--- src/rtl/spatz_vrf_port_arbiter_if.sv ---
// Requester-side and VRF-side signals of one shared VRF port pair.
// slave = arbiter view, master = requesters plus VRF (environment) view.
interface spatz_vrf_port_arbiter_if #(
  parameter int NR_REQ = 4,
  parameter int ADDR_W = 5,
  parameter int DATA_W = 64
);
  localparam int BE_W = DATA_W / 8;

  logic [NR_REQ-1:0][ADDR_W-1:0] req_waddr;
  logic [NR_REQ-1:0][DATA_W-1:0] req_wdata;
  logic [NR_REQ-1:0][BE_W-1:0]   req_wbe;
  logic [NR_REQ-1:0]             req_we;
  logic [NR_REQ-1:0]             req_wvalid;
  logic [NR_REQ-1:0][ADDR_W-1:0] req_raddr;
  logic [NR_REQ-1:0]             req_re;
  logic [DATA_W-1:0]             req_rdata;
  logic [NR_REQ-1:0]             req_rvalid;

  logic [ADDR_W-1:0]             vrf_waddr;
  logic [DATA_W-1:0]             vrf_wdata;
  logic [BE_W-1:0]               vrf_wbe;
  logic                          vrf_we;
  logic                          vrf_wvalid;
  logic [ADDR_W-1:0]             vrf_raddr;
  logic                          vrf_re;
  logic [DATA_W-1:0]             vrf_rdata;
  logic                          vrf_rvalid;

  modport slave (
    input  req_waddr, req_wdata, req_wbe, req_we, req_raddr, req_re,
    input  vrf_wvalid, vrf_rdata, vrf_rvalid,
    output req_wvalid, req_rdata, req_rvalid,
    output vrf_waddr, vrf_wdata, vrf_wbe, vrf_we, vrf_raddr, vrf_re
  );

  modport master (
    output req_waddr, req_wdata, req_wbe, req_we, req_raddr, req_re,
    output vrf_wvalid, vrf_rdata, vrf_rvalid,
    input  req_wvalid, req_rdata, req_rvalid,
    input  vrf_waddr, vrf_wdata, vrf_wbe, vrf_we, vrf_raddr, vrf_re
  );
endinterface

--- src/rtl/spatz_vrf_port_arbiter.sv ---
// Round-robin arbiter with grant lock sharing one VRF write and one read port.
// Optional conflict counters are enabled by defining SPATZ_VRF_ARB_PERF_EN.

// Handshake (both sides): en is the request toward the VRF, ack is the VRF
// accepting it in the same cycle; a grant happens only when en & ack, and an
// ack without en is ignored.
module spatz_vrf_arb_side #(
  parameter  int NR_REQ = 4,
  localparam int IDX_W  = $clog2(NR_REQ)
) (
  input  logic              clk,
  input  logic              rst_n,
  input  logic [NR_REQ-1:0] req,
  input  logic              ack,
  output logic [IDX_W-1:0]  sel,
  output logic              en,
  output logic [NR_REQ-1:0] valid,
  output logic [IDX_W-1:0]  ptr,
  output logic              locked
);
  typedef enum logic {IDLE = 1'b0, LOCKED = 1'b1} state_e;

  state_e           state_q, state_d;
  logic [IDX_W-1:0] ptr_q, ptr_d, lock_q, lock_d, winner;
  logic             found;

  always_ff @(posedge clk) begin
    if (!rst_n) begin
      state_q <= IDLE;
      ptr_q   <= '0;
      lock_q  <= '0;
    end else begin
      state_q <= state_d;
      ptr_q   <= ptr_d;
      lock_q  <= lock_d;
    end
  end

  // First requester at or after ptr, wrapping around.
  always_comb begin
    found  = 1'b0;
    winner = '0;
    for (int i = 0; i < NR_REQ; i++) begin
      if (!found && req[(int'(ptr_q) + i) % NR_REQ]) begin
        found  = 1'b1;
        winner = IDX_W'((int'(ptr_q) + i) % NR_REQ);
      end
    end
  end

  always_comb begin
    sel = '0;
    en  = 1'b0;
    if (state_q == LOCKED) begin
      sel = lock_q;
      en  = req[lock_q];
    end else if (found) begin
      sel = winner;
      en  = 1'b1;
    end
    if (!rst_n) en = 1'b0;
    valid = '0;
    if (en && ack) valid[sel] = 1'b1;
  end

  always_comb begin
    state_d = state_q;
    lock_d  = lock_q;
    ptr_d   = ptr_q;
    case (state_q)
      IDLE: begin
        if (en && !ack) begin
          state_d = LOCKED;
          lock_d  = sel;
        end
      end
      LOCKED: begin
        if (ack || !req[lock_q]) state_d = IDLE;
      end
      default: state_d = IDLE;
    endcase
    if (en && ack) ptr_d = (sel == IDX_W'(NR_REQ - 1)) ? '0 : sel + 1'b1;
  end

  assign ptr    = ptr_q;
  assign locked = (state_q == LOCKED);
endmodule

module spatz_vrf_port_arbiter #(
  parameter  int NR_REQ    = 4,
  parameter  int CNT_WIDTH = 16,
  parameter  int ADDR_W    = 5,
  parameter  int DATA_W    = 64,
  localparam int IDX_W     = $clog2(NR_REQ)
) (
  input  logic                 clk,
  input  logic                 rst_n,
  spatz_vrf_port_arbiter_if.slave bus,
  output logic [CNT_WIDTH-1:0] wconf_cnt,
  output logic [CNT_WIDTH-1:0] rconf_cnt,
  output logic                 w_locked,
  output logic                 r_locked,
  output logic [IDX_W-1:0]     w_ptr,
  output logic [IDX_W-1:0]     r_ptr
);
  logic [IDX_W-1:0] w_sel, r_sel;

  spatz_vrf_arb_side #(.NR_REQ(NR_REQ)) i_wside (
    .clk    (clk),
    .rst_n  (rst_n),
    .req    (bus.req_we),
    .ack    (bus.vrf_wvalid),
    .sel    (w_sel),
    .en     (bus.vrf_we),
    .valid  (bus.req_wvalid),
    .ptr    (w_ptr),
    .locked (w_locked)
  );

  spatz_vrf_arb_side #(.NR_REQ(NR_REQ)) i_rside (
    .clk    (clk),
    .rst_n  (rst_n),
    .req    (bus.req_re),
    .ack    (bus.vrf_rvalid),
    .sel    (r_sel),
    .en     (bus.vrf_re),
    .valid  (bus.req_rvalid),
    .ptr    (r_ptr),
    .locked (r_locked)
  );

  // With no request, sel stays 0 so requester 0 drives the don't-care data.
  assign bus.vrf_waddr = bus.req_waddr[w_sel];
  assign bus.vrf_wdata = bus.req_wdata[w_sel];
  assign bus.vrf_wbe   = bus.req_wbe[w_sel];
  assign bus.vrf_raddr = bus.req_raddr[r_sel];
  assign bus.req_rdata = bus.vrf_rdata;

`ifdef SPATZ_VRF_ARB_PERF_EN
  logic [CNT_WIDTH-1:0] wcnt_q, rcnt_q;

  always_ff @(posedge clk) begin
    if (!rst_n) begin
      wcnt_q <= '0;
      rcnt_q <= '0;
    end else begin
      if ($countones(bus.req_we) > 1 && wcnt_q != '1) wcnt_q <= wcnt_q + 1'b1;
      if ($countones(bus.req_re) > 1 && rcnt_q != '1) rcnt_q <= rcnt_q + 1'b1;
    end
  end

  assign wconf_cnt = wcnt_q;
  assign rconf_cnt = rcnt_q;
`else
  assign wconf_cnt = '0;
  assign rconf_cnt = '0;
`endif
endmodule

--- src/flat_wrapper.sv ---
// flat-port wrapper written by rule: the top's interface ports become plain ports
module spatz_vrf_port_arbiter_flat 
#(
  parameter  int NR_REQ    = 4,
  parameter  int CNT_WIDTH = 16,
  parameter  int ADDR_W    = 5,
  parameter  int DATA_W    = 64,
  localparam int IDX_W     = $clog2(NR_REQ)
)
  (clk, rst_n, wconf_cnt, rconf_cnt, w_locked, r_locked, w_ptr, r_ptr, bus_req_waddr, bus_req_wdata, bus_req_wbe, bus_req_we, bus_req_raddr, bus_req_re, bus_vrf_wvalid, bus_vrf_rdata, bus_vrf_rvalid, bus_req_wvalid, bus_req_rdata, bus_req_rvalid, bus_vrf_waddr, bus_vrf_wdata, bus_vrf_wbe, bus_vrf_we, bus_vrf_raddr, bus_vrf_re);
  spatz_vrf_port_arbiter_if #(.NR_REQ(NR_REQ), .ADDR_W(ADDR_W), .DATA_W(DATA_W)) bus_i ();
  input  logic clk;
  input  logic rst_n;
  output logic [CNT_WIDTH-1:0] wconf_cnt;
  output logic [CNT_WIDTH-1:0] rconf_cnt;
  output logic w_locked;
  output logic r_locked;
  output logic [IDX_W-1:0] w_ptr;
  output logic [IDX_W-1:0] r_ptr;
  input wire logic [$bits(bus_i.req_waddr)-1:0] bus_req_waddr;
  input wire logic [$bits(bus_i.req_wdata)-1:0] bus_req_wdata;
  input wire logic [$bits(bus_i.req_wbe)-1:0] bus_req_wbe;
  input wire logic [$bits(bus_i.req_we)-1:0] bus_req_we;
  input wire logic [$bits(bus_i.req_raddr)-1:0] bus_req_raddr;
  input wire logic [$bits(bus_i.req_re)-1:0] bus_req_re;
  input wire logic [$bits(bus_i.vrf_wvalid)-1:0] bus_vrf_wvalid;
  input wire logic [$bits(bus_i.vrf_rdata)-1:0] bus_vrf_rdata;
  input wire logic [$bits(bus_i.vrf_rvalid)-1:0] bus_vrf_rvalid;
  output wire logic [$bits(bus_i.req_wvalid)-1:0] bus_req_wvalid;
  output wire logic [$bits(bus_i.req_rdata)-1:0] bus_req_rdata;
  output wire logic [$bits(bus_i.req_rvalid)-1:0] bus_req_rvalid;
  output wire logic [$bits(bus_i.vrf_waddr)-1:0] bus_vrf_waddr;
  output wire logic [$bits(bus_i.vrf_wdata)-1:0] bus_vrf_wdata;
  output wire logic [$bits(bus_i.vrf_wbe)-1:0] bus_vrf_wbe;
  output wire logic [$bits(bus_i.vrf_we)-1:0] bus_vrf_we;
  output wire logic [$bits(bus_i.vrf_raddr)-1:0] bus_vrf_raddr;
  output wire logic [$bits(bus_i.vrf_re)-1:0] bus_vrf_re;
  assign bus_i.req_waddr = bus_req_waddr;
  assign bus_i.req_wdata = bus_req_wdata;
  assign bus_i.req_wbe = bus_req_wbe;
  assign bus_i.req_we = bus_req_we;
  assign bus_i.req_raddr = bus_req_raddr;
  assign bus_i.req_re = bus_req_re;
  assign bus_i.vrf_wvalid = bus_vrf_wvalid;
  assign bus_i.vrf_rdata = bus_vrf_rdata;
  assign bus_i.vrf_rvalid = bus_vrf_rvalid;
  assign bus_req_wvalid = bus_i.req_wvalid;
  assign bus_req_rdata = bus_i.req_rdata;
  assign bus_req_rvalid = bus_i.req_rvalid;
  assign bus_vrf_waddr = bus_i.vrf_waddr;
  assign bus_vrf_wdata = bus_i.vrf_wdata;
  assign bus_vrf_wbe = bus_i.vrf_wbe;
  assign bus_vrf_we = bus_i.vrf_we;
  assign bus_vrf_raddr = bus_i.vrf_raddr;
  assign bus_vrf_re = bus_i.vrf_re;
  spatz_vrf_port_arbiter #(.NR_REQ(NR_REQ), .CNT_WIDTH(CNT_WIDTH), .ADDR_W(ADDR_W), .DATA_W(DATA_W)) u_core (.clk(clk), .rst_n(rst_n), .bus(bus_i), .wconf_cnt(wconf_cnt), .rconf_cnt(rconf_cnt), .w_locked(w_locked), .r_locked(r_locked), .w_ptr(w_ptr), .r_ptr(r_ptr));
endmodule
--- config.mk ---
export PLATFORM = sky130hd
export DESIGN_NAME = spatz_vrf_port_arbiter_flat
export DESIGN_NICKNAME = d
export VERILOG_FILES = /design/src/rtl/spatz_vrf_port_arbiter_if.sv /design/src/rtl/spatz_vrf_port_arbiter.sv /design/src/flat_wrapper.sv
export SDC_FILE = /design/constraint.sdc
export NUM_CORES = 1
export LEC_CHECK = 0
export CORE_AREA = 2 2 230 232
export DETAILED_ROUTE_END_ITERATION = 6
export DIE_AREA = 0 0 232 234
export GPL_TIMING_DRIVEN = 1
export PLACE_DENSITY_LB_ADDON = 0.1
export SETUP_SLACK_MARGIN = 0.02
export SYNTH_ARGS = -nofsm -noshare
export SYNTH_HDL_FRONTEND = slang
export SYNTH_SLANG_ARGS = --single-unit
--- constraint.sdc ---
create_clock -name clk -period 4.6 [get_ports clk]
set_input_delay 0.69 -clock clk [delete_from_list [all_inputs] [get_ports clk]]
set_output_delay 0.69 -clock clk [all_outputs]
set_load 0.01 [all_outputs]
Yosys cells after proc, flatten, opt, wreduce, memory -nomap -nowiden

Index checks and enable logic that the tools add are counted.
W data, S select, Z words.

Flip-flop bits (word level): 10
Bits in latches: 0
RAM bits: 0
ROM bits: 0
Input port bits: 404
Output and inout port bits: 194
Word-level logic and storage cells: 144
Memories kept: 0

Add/subtract/negate cells: 8
Multiply operators: 0
Div/mod/pow operators: 0
$lt $le $gt $ge: 14
Eq/ne operators: 2
Shift-type cells: 0
Multiplexer cells: 74
Bitwise gates (word level): 8
Reduce and logical (&&, ||, !) cells: 32

Operators with widths:

| operator              | number |
|---|---|
| $bmux W64 S2          | 1 |
| $mux W64              | 1 |
| $mux W1               | 36 |
| $mux W2               | 14 |
| $lt A3 B4 Y1 const B  | 6 |
| $bmux W1 S2           | 10 |
| $bmux W5 S2           | 2 |
| $lt A2 B3 Y1 const B  | 6 |
| $bmux W8 S2           | 1 |
| $logic_and A1 B1 Y1   | 12 |
| $reduce_or A2 Y1      | 6 |
| $logic_not A1 Y1      | 10 |
| $mux W5               | 2 |
| $add A2 B1 Y2 const B | 4 |
| $add A2 B2 Y2 const B | 4 |
| $mux W4               | 2 |
| $mux W8               | 1 |
| $and A1 B1 Y1 const A | 6 |
| $demux W1 S2          | 2 |
| $eq A2 B2 Y1 const B  | 2 |
| $ge A2 B1 Y1 const B  | 2 |
| $pmux W1 S2           | 2 |
| $reduce_and A2 Y1     | 2 |
| $logic_or A1 B1 Y1    | 2 |
| $not A1 Y1            | 2 |

Longest topological paths before layout

Gate-level depths: netlist of the first run.

Depth after elaboration: 21
Depth in mapped cells: 10
Gate-level depth less buffers: 8

Modules after synthesis

Synthesis of the first run repeated with hierarchy kept, for this count alone.

Cell total of the unflattened synthesis: 308
Area, all modules: 3603.5 um2

By module, submodules not included:

| module                 | times used | cells an instance | area each (um2) | seq. area each (um2) |
|---|---|---|---|---|
| spatz_vrf_port_arbiter | 1          | 198               | 2727.6          | 0.0 |
| spatz_vrf_arb_side     | 2          | 55                | 437.9           | 100.1 |

Least setup slack after synthesis of the first run

OpenSTA, ideal clock, no wires.

Path type: input port to output port
From: input bus_req_we[2]
To: output bus_req_wvalid[0]
Data arrival time: 2.060 ns
Required time: 3.910 ns
Path slack: 1.850 ns
Stages on the path: 8
Buffers on the path: 2
Cell sequence: mux2_2 -> a221oi_2 -> mux2_2 -> buf_4 -> buf_4 -> inv_1 -> ha_1 -> and2_1

Longest elaborated chain between the ends: 19
Elaborated cells between the ends (all ways): 39
Classes of those cells: 2 x order compare; 29 x mux; 8 x reduce/logical

RTL lines:

| what                                                                      | RTL line                     | RTL |
|---|---|---|
| start, declared                                                           | flat_wrapper.sv:23           | `input wire logic [$bits(bus_i.req_we)-1:0] bus_req_we;` |
| $bmux W1 S2                                                               | spatz_vrf_port_arbiter.sv:44 | `if (!found && req[(int'(ptr_q) + i) % NR_REQ]) begin` |
| $mux W1 (not written as such)                                             | spatz_vrf_port_arbiter.sv:44 |  |
| $mux W1                                                                   | spatz_vrf_port_arbiter.sv:44 |  |
| $logic_not A1 Y1                                                          | spatz_vrf_port_arbiter.sv:44 |  |
| $logic_and A1 B1 Y1                                                       | spatz_vrf_port_arbiter.sv:44 |  |
| $mux W1                                                                   | spatz_vrf_port_arbiter.sv:44 |  |
| $logic_not A1 Y1                                                          | spatz_vrf_port_arbiter.sv:44 |  |
| $logic_and A1 B1 Y1                                                       | spatz_vrf_port_arbiter.sv:44 |  |
| [... 4 more ...]                                                          | -                            |  |
| $mux W2 (*)                                                               | spatz_vrf_port_arbiter.sv:57 | `end else if (found) begin` |
| $mux W2 (*)                                                               | spatz_vrf_port_arbiter.sv:54 | `if (state_q == LOCKED) begin` |
| via u_core.i_wside.sel[0]                                                 | spatz_vrf_port_arbiter.sv:15 | `output logic [IDX_W-1:0] sel,` |
| $lt A2 B3 Y1 (not written as such) / $ge A2 B1 Y1 (equally long branches) | spatz_vrf_port_arbiter.sv:63 | `if (en && ack) valid[sel] = 1'b1;` |
| $logic_and A1 B1 Y1 (not written as such)                                 | spatz_vrf_port_arbiter.sv:63 |  |
| $mux W1 (not written as such)                                             | spatz_vrf_port_arbiter.sv:63 |  |
| $demux W1 S2 (*)                                                          | spatz_vrf_port_arbiter.sv:63 |  |
| $mux W4 (*)                                                               | spatz_vrf_port_arbiter.sv:63 |  |
| end, declared                                                             | flat_wrapper.sv:29           | `output wire logic [$bits(bus_i.req_wvalid)-1:0] bus_req_wvalid;` |

Mark *: on every way through the listed nets, which the timed path passes. The rest lies on a longest branch. The select of a mux whose other input is x is not followed.

Worst setup path in the final report of the first run

From: input bus_req_we[2]
To: output bus_vrf_wdata[49]

Longest elaborated chain between the ends: 16
Elaborated cells between the ends (all ways): 29
Classes of those cells: 23 x mux; 6 x reduce/logical

RTL lines:

| what                                      | RTL line                      | RTL |
|---|---|---|
| $bmux W1 S2                               | spatz_vrf_port_arbiter.sv:44  |  |
| $mux W1 (not written as such)             | spatz_vrf_port_arbiter.sv:44  |  |
| $mux W1                                   | spatz_vrf_port_arbiter.sv:44  |  |
| $logic_not A1 Y1                          | spatz_vrf_port_arbiter.sv:44  |  |
| $logic_and A1 B1 Y1                       | spatz_vrf_port_arbiter.sv:44  |  |
| $mux W1                                   | spatz_vrf_port_arbiter.sv:44  |  |
| $logic_not A1 Y1                          | spatz_vrf_port_arbiter.sv:44  |  |
| $logic_and A1 B1 Y1                       | spatz_vrf_port_arbiter.sv:44  |  |
| $mux W1                                   | spatz_vrf_port_arbiter.sv:44  |  |
| $logic_not A1 Y1                          | spatz_vrf_port_arbiter.sv:44  |  |
| $logic_and A1 B1 Y1                       | spatz_vrf_port_arbiter.sv:44  |  |
| $mux W2 / $mux W1 (equally long branches) | spatz_vrf_port_arbiter.sv:44  |  |
| $mux W2 (*)                               | spatz_vrf_port_arbiter.sv:57  |  |
| $mux W2 (*)                               | spatz_vrf_port_arbiter.sv:54  |  |
| $bmux W64 S2 (*)                          | spatz_vrf_port_arbiter.sv:134 | `assign bus.vrf_wdata = bus.req_wdata[w_sel];` |
| $mux W64 (not written as such) (*)        | spatz_vrf_port_arbiter.sv:134 |  |
| end, declared                             | flat_wrapper.sv:33            | `output wire logic [$bits(bus_i.vrf_wdata)-1:0] bus_vrf_wdata;` |

Mark *: on every way between the ends. The rest lies on a longest branch, timed or not. The select of a mux whose other input is x is not followed.

==> results.py, run 1 <==
metrics = {
    "power": {
        "worst_ir_drop_vdd_v": 0.0000881,
        "total_leakage_power_nw": 3.26,
        "power_frac_clock_pct": 11.3,
        "p_int_mw": 0.998,
        "netSwitchingFraction_pct": 35.9,
        "p_per_area_nw_per_um2": 173,
        "total_power_mw": 1.56,
        "combPwrFrac_pct": 82.0,
        "p_seq_share_pct": 6.7,
        "switchingPower_mw": 0.559,
    },
    "critical_path": {
        "cp_data_required_time_ns": 3.91,
        "cp_max_fo": 23,
        "cp.arrival_ns": 3.38,
        "crit_path_end_kind": "output pin",
        "crit_path_start_kind": "input port",
        "criticalPathCategory": "input port to output pin",
    },
    "worst_hold_path": {
        "hp-class": "flop to flop",
    },
    "logic_synthesis": {
        "synth_fa_ha_area_share_pct": 2.27,
        "synth_top_family_by_area": "multiplexers",
        "post_synth_and_or_nand_nor_area_fraction_pct": 4.74,
        "synth_compound_area_share_pct": 3.80,
        "ys_ff_latch": 10,
        "ys_seq_area_share_pct": 4.54,
        "synth_xor_xnor_area_share_pct": 0,
        "synthCells": 468,
        "synth_top_cell_area_share_pct": 57.2,
        "synthTopCellsByArea": "mux2i_1, buf_4, dfxtp_1",
        "synth.distinct_cells": 39,
        "synth_largest_area_cell": "mux2i_1",
        "yosysWarnings": 0,
        "post_synth.cell_area_avg_um2": 9.42,
        "syn_area_um2": 4410,
        "synth_mux_area_share_pct": 59.0,
    },
    "timing": {
        "maxSlewViolCount": 0,
        "finalCriticalPeriod_ns": 4.07,
        "period_share_pct": 88.4,
        "rsz0062_at_grt": "false",
        "whs_ns": 0.475,
        "hold_viol": 0,
        "fin_skew_ns": 0.000962,
        "setup_viol": 0,
        "fmax_ghz": 0.246,
        "setup-tns-final_ns": 0,
    },
    "global_route": {
        "antenna_found_initial": 1,
        "grt_usage_pct": 7.98,
        "gr-total-overflow": 0,
        "grt_pass1_vias": 4822,
        "grt_max_degree": 32,
        "use_met2_pct": 15.5,
        "grt.met1_usage_pct": 8.39,
        "grt-busiest-layer": "met2",
        "grt_pass1_wl_um": 32300,
        "grtUsageMet3_pct": 2.36,
    },
    "clock_tree": {
        "holdBufCountCts": 0,
        "clockRootBuffer": "clkbuf_16",
        "cts_buffers": 3,
        "clock_tree.buffer_depth": 2,
        "htree_levels": 1,
        "clock_latency_ns": 0.24,
        "cts_setup_buffers": 0,
        "cts_tree": "yes",
        "clk_pin_slew_ns": 0.04,
        "cts_resized": 0,
        "clkSinkCount": 10,
    },
    "floorplan": {
        "die_w_um": 232,
        "start_util_pct": 8.48,
        "dieArea_um2": 54300,
        "ioPinCount": 598,
        "core_um2": 52000,
        "die_h_um": 234,
        "rows": 84,
    },
    "cells_and_area": {
        "nNetsFinal": 1247,
        "fin_area_um2": 8990,
        "mostFrequentLayoutCell": "clkdlybuf4s50_1",
        "syn_to_final_growth_pct": 104,
        "final_cell_mix": "clkdlybuf4s50_1, mux2i_1, conb_1",
        "layout-drive-gt1-share_pct": 4.80,
        "antennaDiodeCount": 0,
        "fin_util_pct": 17.3,
        "fillerInstances": 5855,
    },
    "detailed_routing": {
        "drcViolationCount": 0,
        "wirelength_um": 24100,
        "ant_nets": 0,
        "drtIter0Drc": 82,
        "dr.pass1.iters": 4,
        "vias_per_cell": 3.08,
        "wl_per_cell_um": 15.9,
        "vias": 4681,
    },
    "place": {
        "placed_cell_area_um2": 8900,
        "place_hpwl_um": 21200,
        "portBuffers": 437,
        "place.gp.congestion": 0.704,
    },
    "job": {
        "drv_cap": 0,
    },
    "status": {
        "status": "completed",
    },
}
-- worst paths after layout --
path | endpoint | cells past startpoint | startpoint | slack, ns
max | bus_vrf_wdata[49] | 11 | bus_req_we[2] | 0.53
min reg2reg | u_core.i_wside.lock_q[1] | 2 | u_core.i_wside.lock_q[1] | 0.48
max reg2reg | u_core.i_wside.ptr[1] | 7 | u_core.i_wside.ptr[1] | 2.31
min | u_core.i_wside.lock_q[1] | 2 | u_core.i_wside.lock_q[1] | 0.48
-- area by class of cell --
type | count | area, µm² | share of cell area (%)
clock buffer | 4 | 88.8 | 0.988
inverter | 10 | 45.0 | 0.501
multi-input combinational | 354 | 3200 | 35.6
sequential | 10 | 200 | 2.23
tap | 688 | 861 | 9.58
timing repair buffer | 456 | 4590 | 51.1
-- power groups by stage --
stage	sequential (mW)	combinational (mW)	clock (mW)
2_1_floorplan	0.105	0.694	0
3_3_place_gp	0.106	1.32	0
3_5_place_dp	0.106	1.31	0
4_1_cts	0.105	1.31	0.181
5_1_grt	0.106	1.38	0.188
6_report	0.104	1.28	0.175
-- logic make-up (layout without fill, tap and decap cells) --
kind of cell	Yosys count	after routing
compound gates	19	19
fa+ha+maj	8	8
other cells	1	32
flops	10	10
mux	258	258
simple gates	37	37
buf+inv	135	470
-- state kept, by name, summed over array words and instances, names as in the netlist --
name                   flops
u_core.i_wside.locked      1
u_core.i_wside.ptr         2
u_core.i_rside.ptr         2
u_core.i_wside.lock_q      2
u_core.i_rside.lock_q      2
u_core.i_rside.locked      1
-- Yosys cell counts --
library cell and number:
a221oi_2 1, nor3_2 1, o21a_4 1, o2bb2a_1 1, conb_1 1, mux2i_1 252, dfxtp_1 10, o41ai_4 1
mux2_2 5, a31o_2 1, nand3_1 1, nor3_1 4, nand2b_1 2, and3_1 5, nor2_1 3, o221a_2 1
inv_1 9, or2_2 1, a21boi_0 2, a221o_1 1, buf_12 9, clkbuf_4 5, buf_4 100, nand2_2 1
o21ai_0 3, buf_6 6, a21oi_1 5, inv_4 1, and2_1 4, o21ai_2 1, mux4_2 1, nor2b_2 1
o22ai_1 1, buf_8 3, clkbuf_1 2, or4_1 2, nor2b_1 5, ha_1 8, nand2_1 7
-- worst max-delay path, cell delays in order --
cell and delay, ns:
clkdlybuf4s50_1 0.54, nor2b_2 0.20, a221o_1 0.17, o21ai_2 0.07, o21a_4 0.24, inv_8 0.17
buf_12 0.23, buf_4 0.20, mux2i_1 0.08, mux2i_1 0.15, clkdlybuf4s50_1 0.59
-- metrics by stage --
step / std cells / worst slack, ns
after floorplan: 499 / 1.85
after global placement: 1518 / 0.529
after detailed placement: 1518 / 0.493
after CTS: 1522 / 0.490
after global routing: 1522 / 0.340
final: 1522 / 0.535
-- routing by layer --
metal	part of all wire [%]	wire length, µm	vias up
met4	1.7	418	2
met3	9.3	2250	34
met5	0.054	13	-
met1	35	8520	2101
met2	54	12900	262
li1	-	-	2282
Note: power is estimated with default switching activity, not from simulation.
==> inputs of run 2 (changes only) <==
--- a/config.mk
+++ b/config.mk
@@ -12,2 +12,3 @@
 export PLACE_DENSITY_LB_ADDON = 0.1
+export RECOVER_POWER = 100
 export SETUP_SLACK_MARGIN = 0.02
==> constraint.sdc (replaced) <==
create_clock -name clk -period 4.6 [get_ports clk]
set_input_delay 0.92 -clock clk [delete_from_list [all_inputs] [get_ports clk]]
set_output_delay 0.92 -clock clk [all_outputs]
set_load 0.01 [all_outputs]
==> run 2 against run 1 <==
Against the previous run: utilization grew 0.18 points; non-clock buffer count grew 9; fmax shrank 8.3%; total power shrank 0.51%; combinational power is essentially flat.
==> results.py, run 2 (synthesis results as in run 1) <==
metrics = {
    "status": {
        "status": "completed",
    },
    "timing": {
        "period_share_pct": 96.3,
        "fin_skew_ns": 0.00124,
        "maxSlewHeadroom_pct": 47.8,
        "setup-tns-final_ns": 0,
        "hold_viol": 0,
        "maxSlewViolCount": 0,
        "rsz0062_at_grt": "false",
        "fmax_ghz": 0.226,
        "finalCriticalPeriod_ns": 4.43,
        "tightest_slew_ns": 0.777,
        "setup_slack_ns": 0.169,
        "setup_viol": 0,
    },
    "power": {
        "combPwrFrac_pct": 82.1,
        "netSwitchingFraction_pct": 35.9,
        "total_leakage_power_nw": 3.38,
        "p_per_area_nw_per_um2": 170,
        "worst_ir_drop_vdd_v": 0.0000860,
        "power_frac_clock_pct": 11.2,
        "p_int_mw": 0.993,
        "p_seq_share_pct": 6.7,
        "switchingPower_mw": 0.556,
    },
    "global_route": {
        "use_met2_pct": 15.3,
        "gr-total-overflow": 0,
        "grtUsageMet3_pct": 2.25,
        "grt_pass1_vias": 4795,
        "antenna_found_initial": 1,
        "grt_pass1_wl_um": 31200,
        "grt.met1_usage_pct": 7.82,
        "grt_max_degree": 29,
        "grt-busiest-layer": "met2",
        "grt_usage_pct": 7.71,
    },
    "critical_path": {
        "path_cells": "clkdlybuf4s50_1, clkbuf_1, mux2_2, a221oi_2, mux2_4, buf_12, buf_12, mux2i_1, clkdlybuf4s50_1",
        "criticalPathCategory": "input port to output pin",
        "worst-path-buf-inv": 5,
        "cp_slowest_stage_delay_ns": 0.57,
        "crit_path_start_kind": "input port",
        "cp_max_fo": 18,
        "critical_path.slowest_cell": "clkdlybuf4s50_1",
        "crit_path_end_kind": "output pin",
        "critical_path.top_delay_family": "buffers and inverters",
        "reg2reg_to": "u_core.i_wside.ptr[1]",
        "regToRegStartpoint": "u_core.i_wside.ptr[1]",
        "cp.arrival_ns": 3.51,
        "cp_data_required_time_ns": 3.68,
        "r2r_setup_slack_ns": 2.47,
        "r2r_cells": 7,
    },
    "floorplan": {
        "die_w_um": 232,
        "rows": 84,
        "ioPinCount": 598,
        "die_h_um": 234,
        "core_um2": 52000,
        "start_util_pct": 8.48,
        "dieArea_um2": 54300,
    },
    "clock_tree": {
        "clock_tree.buffer_depth": 2,
        "cts_buffers": 3,
        "clock_latency_ns": 0.24,
        "clockRootBuffer": "clkbuf_16",
        "cts_tree": "yes",
        "clkSinkCount": 10,
        "htree_levels": 1,
        "clk_pin_slew_ns": 0.04,
        "holdBufCountCts": 0,
    },
    "job": {
        "drv_cap": 0,
    },
    "place": {
        "place_hpwl_um": 21000,
        "placed_cells": 1527,
        "portBuffers": 437,
        "dp_worst_setup_slack_ns": 0.0481,
        "place.gp.congestion": 0.675,
    },
    "cells_and_area": {
        "mostFrequentLayoutCell": "clkdlybuf4s50_1",
        "fillerInstances": 5852,
        "layout-drive-gt1-share_pct": 5.58,
        "nNetsFinal": 1256,
        "syn_to_final_growth_pct": 106,
        "final_cell_mix": "clkdlybuf4s50_1, mux2i_1, dlygate4sd3_1",
        "layoutNonFillerInstCount": 1532,
    },
    "detailed_routing": {
        "dr.pass1.iters": 4,
        "wirelength_um": 23500,
        "ant_nets": 0,
        "drtIter0Drc": 82,
        "wl_per_cell_um": 15.4,
        "vias": 4715,
        "vias_per_cell": 3.08,
        "drcViolationCount": 0,
    },
    "worst_hold_path": {
        "hold_path_end": "u_core.i_wside.lock_q[1]",
        "min_delay_path_depth": 2,
        "hp-start": "u_core.i_wside.lock_q[1]",
        "hp-class": "flop to flop",
    },
}
[run 2: cell count changes in the layout (fill, tap and decap cells not counted), sizes merged]
| cell | previous run | this run |
|---|---|---|
| buf | 19 | 25 |
| clkbuf | 4 | 7 |
| clkdlybuf4s50 | 437 | 390 |
| diode | 0 | 1 |
| dlygate4sd3 | 0 | 44 |
| dlymetal6s2s | 0 | 3 |
[run 2: worst max path at each step]
| stage | startpoint | depth (start not counted) | slack [ns] | to |
|---|---|---|---|---|
| finish | bus_req_we[2] | 9 | 0.17 | bus_vrf_wdata[52] |
| global route | bus_req_we[2] | 10 | 0.01 | bus_req_wvalid[2] |
| CTS | bus_req_we[2] | 9 | 0.04 | bus_vrf_wdata[30] |
| detailed placement | bus_req_we[2] | 9 | 0.05 | bus_vrf_wdata[30] |
| global placement | bus_req_we[2] | 9 | 0.04 | bus_vrf_wdata[30] |
| floorplan | bus_req_we[2] | 8 | 1.39 | bus_req_wvalid[0] |
[run 2: area by class of cell]
cell class,instances,area [µm²],share of cell area (%)
diodes,1,2.50,0.0275
clock buffers,4,88.8,0.978
inverters,10,45.0,0.496
multi-input cells,354,3200,35.2
flip-flops and latches,10,200,2.20
well taps,688,861,9.48
repair buffers,465,4690,51.6
[run 2: power groups by stage]
stage | clock network, mW | registers [mW] | logic (mW)
global route | 0.184 | 0.105 | 1.37
floorplan | 0 | 0.105 | 0.694
CTS | 0.178 | 0.104 | 1.33
finish | 0.173 | 0.104 | 1.27
global placement | 0 | 0.106 | 1.34
detailed placement | 0 | 0.106 | 1.33
[run 2: timing repair]
item	CTS	global route
setup endpoints to repair	0	4
gates resized for setup	0	4
hold endpoints to repair	0	0
buffers inserted	0	0
[run 2: per-layer routing]
metal	up-vias	wire length, µm
li1	2304	-
met1	2102	8140
met2	270	12700
met3	37	2210
met4	2	454
met5	-	9
[run 2: worst min-delay path: stages (launching register included)]
cell and delay [ns]:
dfxtp_1 0.31, nand2_1 0.05, a21boi_0 0.06
[run 2: through the flow]
step | utilization, % | hold slack (ns) | instance area [µm²] | total power, mW
after floorplan | - | 0.452 | 4530 | 0.798
after global placement | 17.3 | 0.475 | 8990 | 1.45
after detailed placement | 17.3 | 0.472 | 8990 | 1.43
after CTS | 17.5 | 0.478 | 9080 | 1.61
after global routing | 17.5 | 0.503 | 9080 | 1.66
final | 17.5 | 0.474 | 9080 | 1.55
==> inputs of run 3 (changes only) <==
GPL_ROUTABILITY_DRIVEN = 0   (was default)
==> results of run 3 <==
The final DEF is identical to that of run 2; final timing and power are the same.
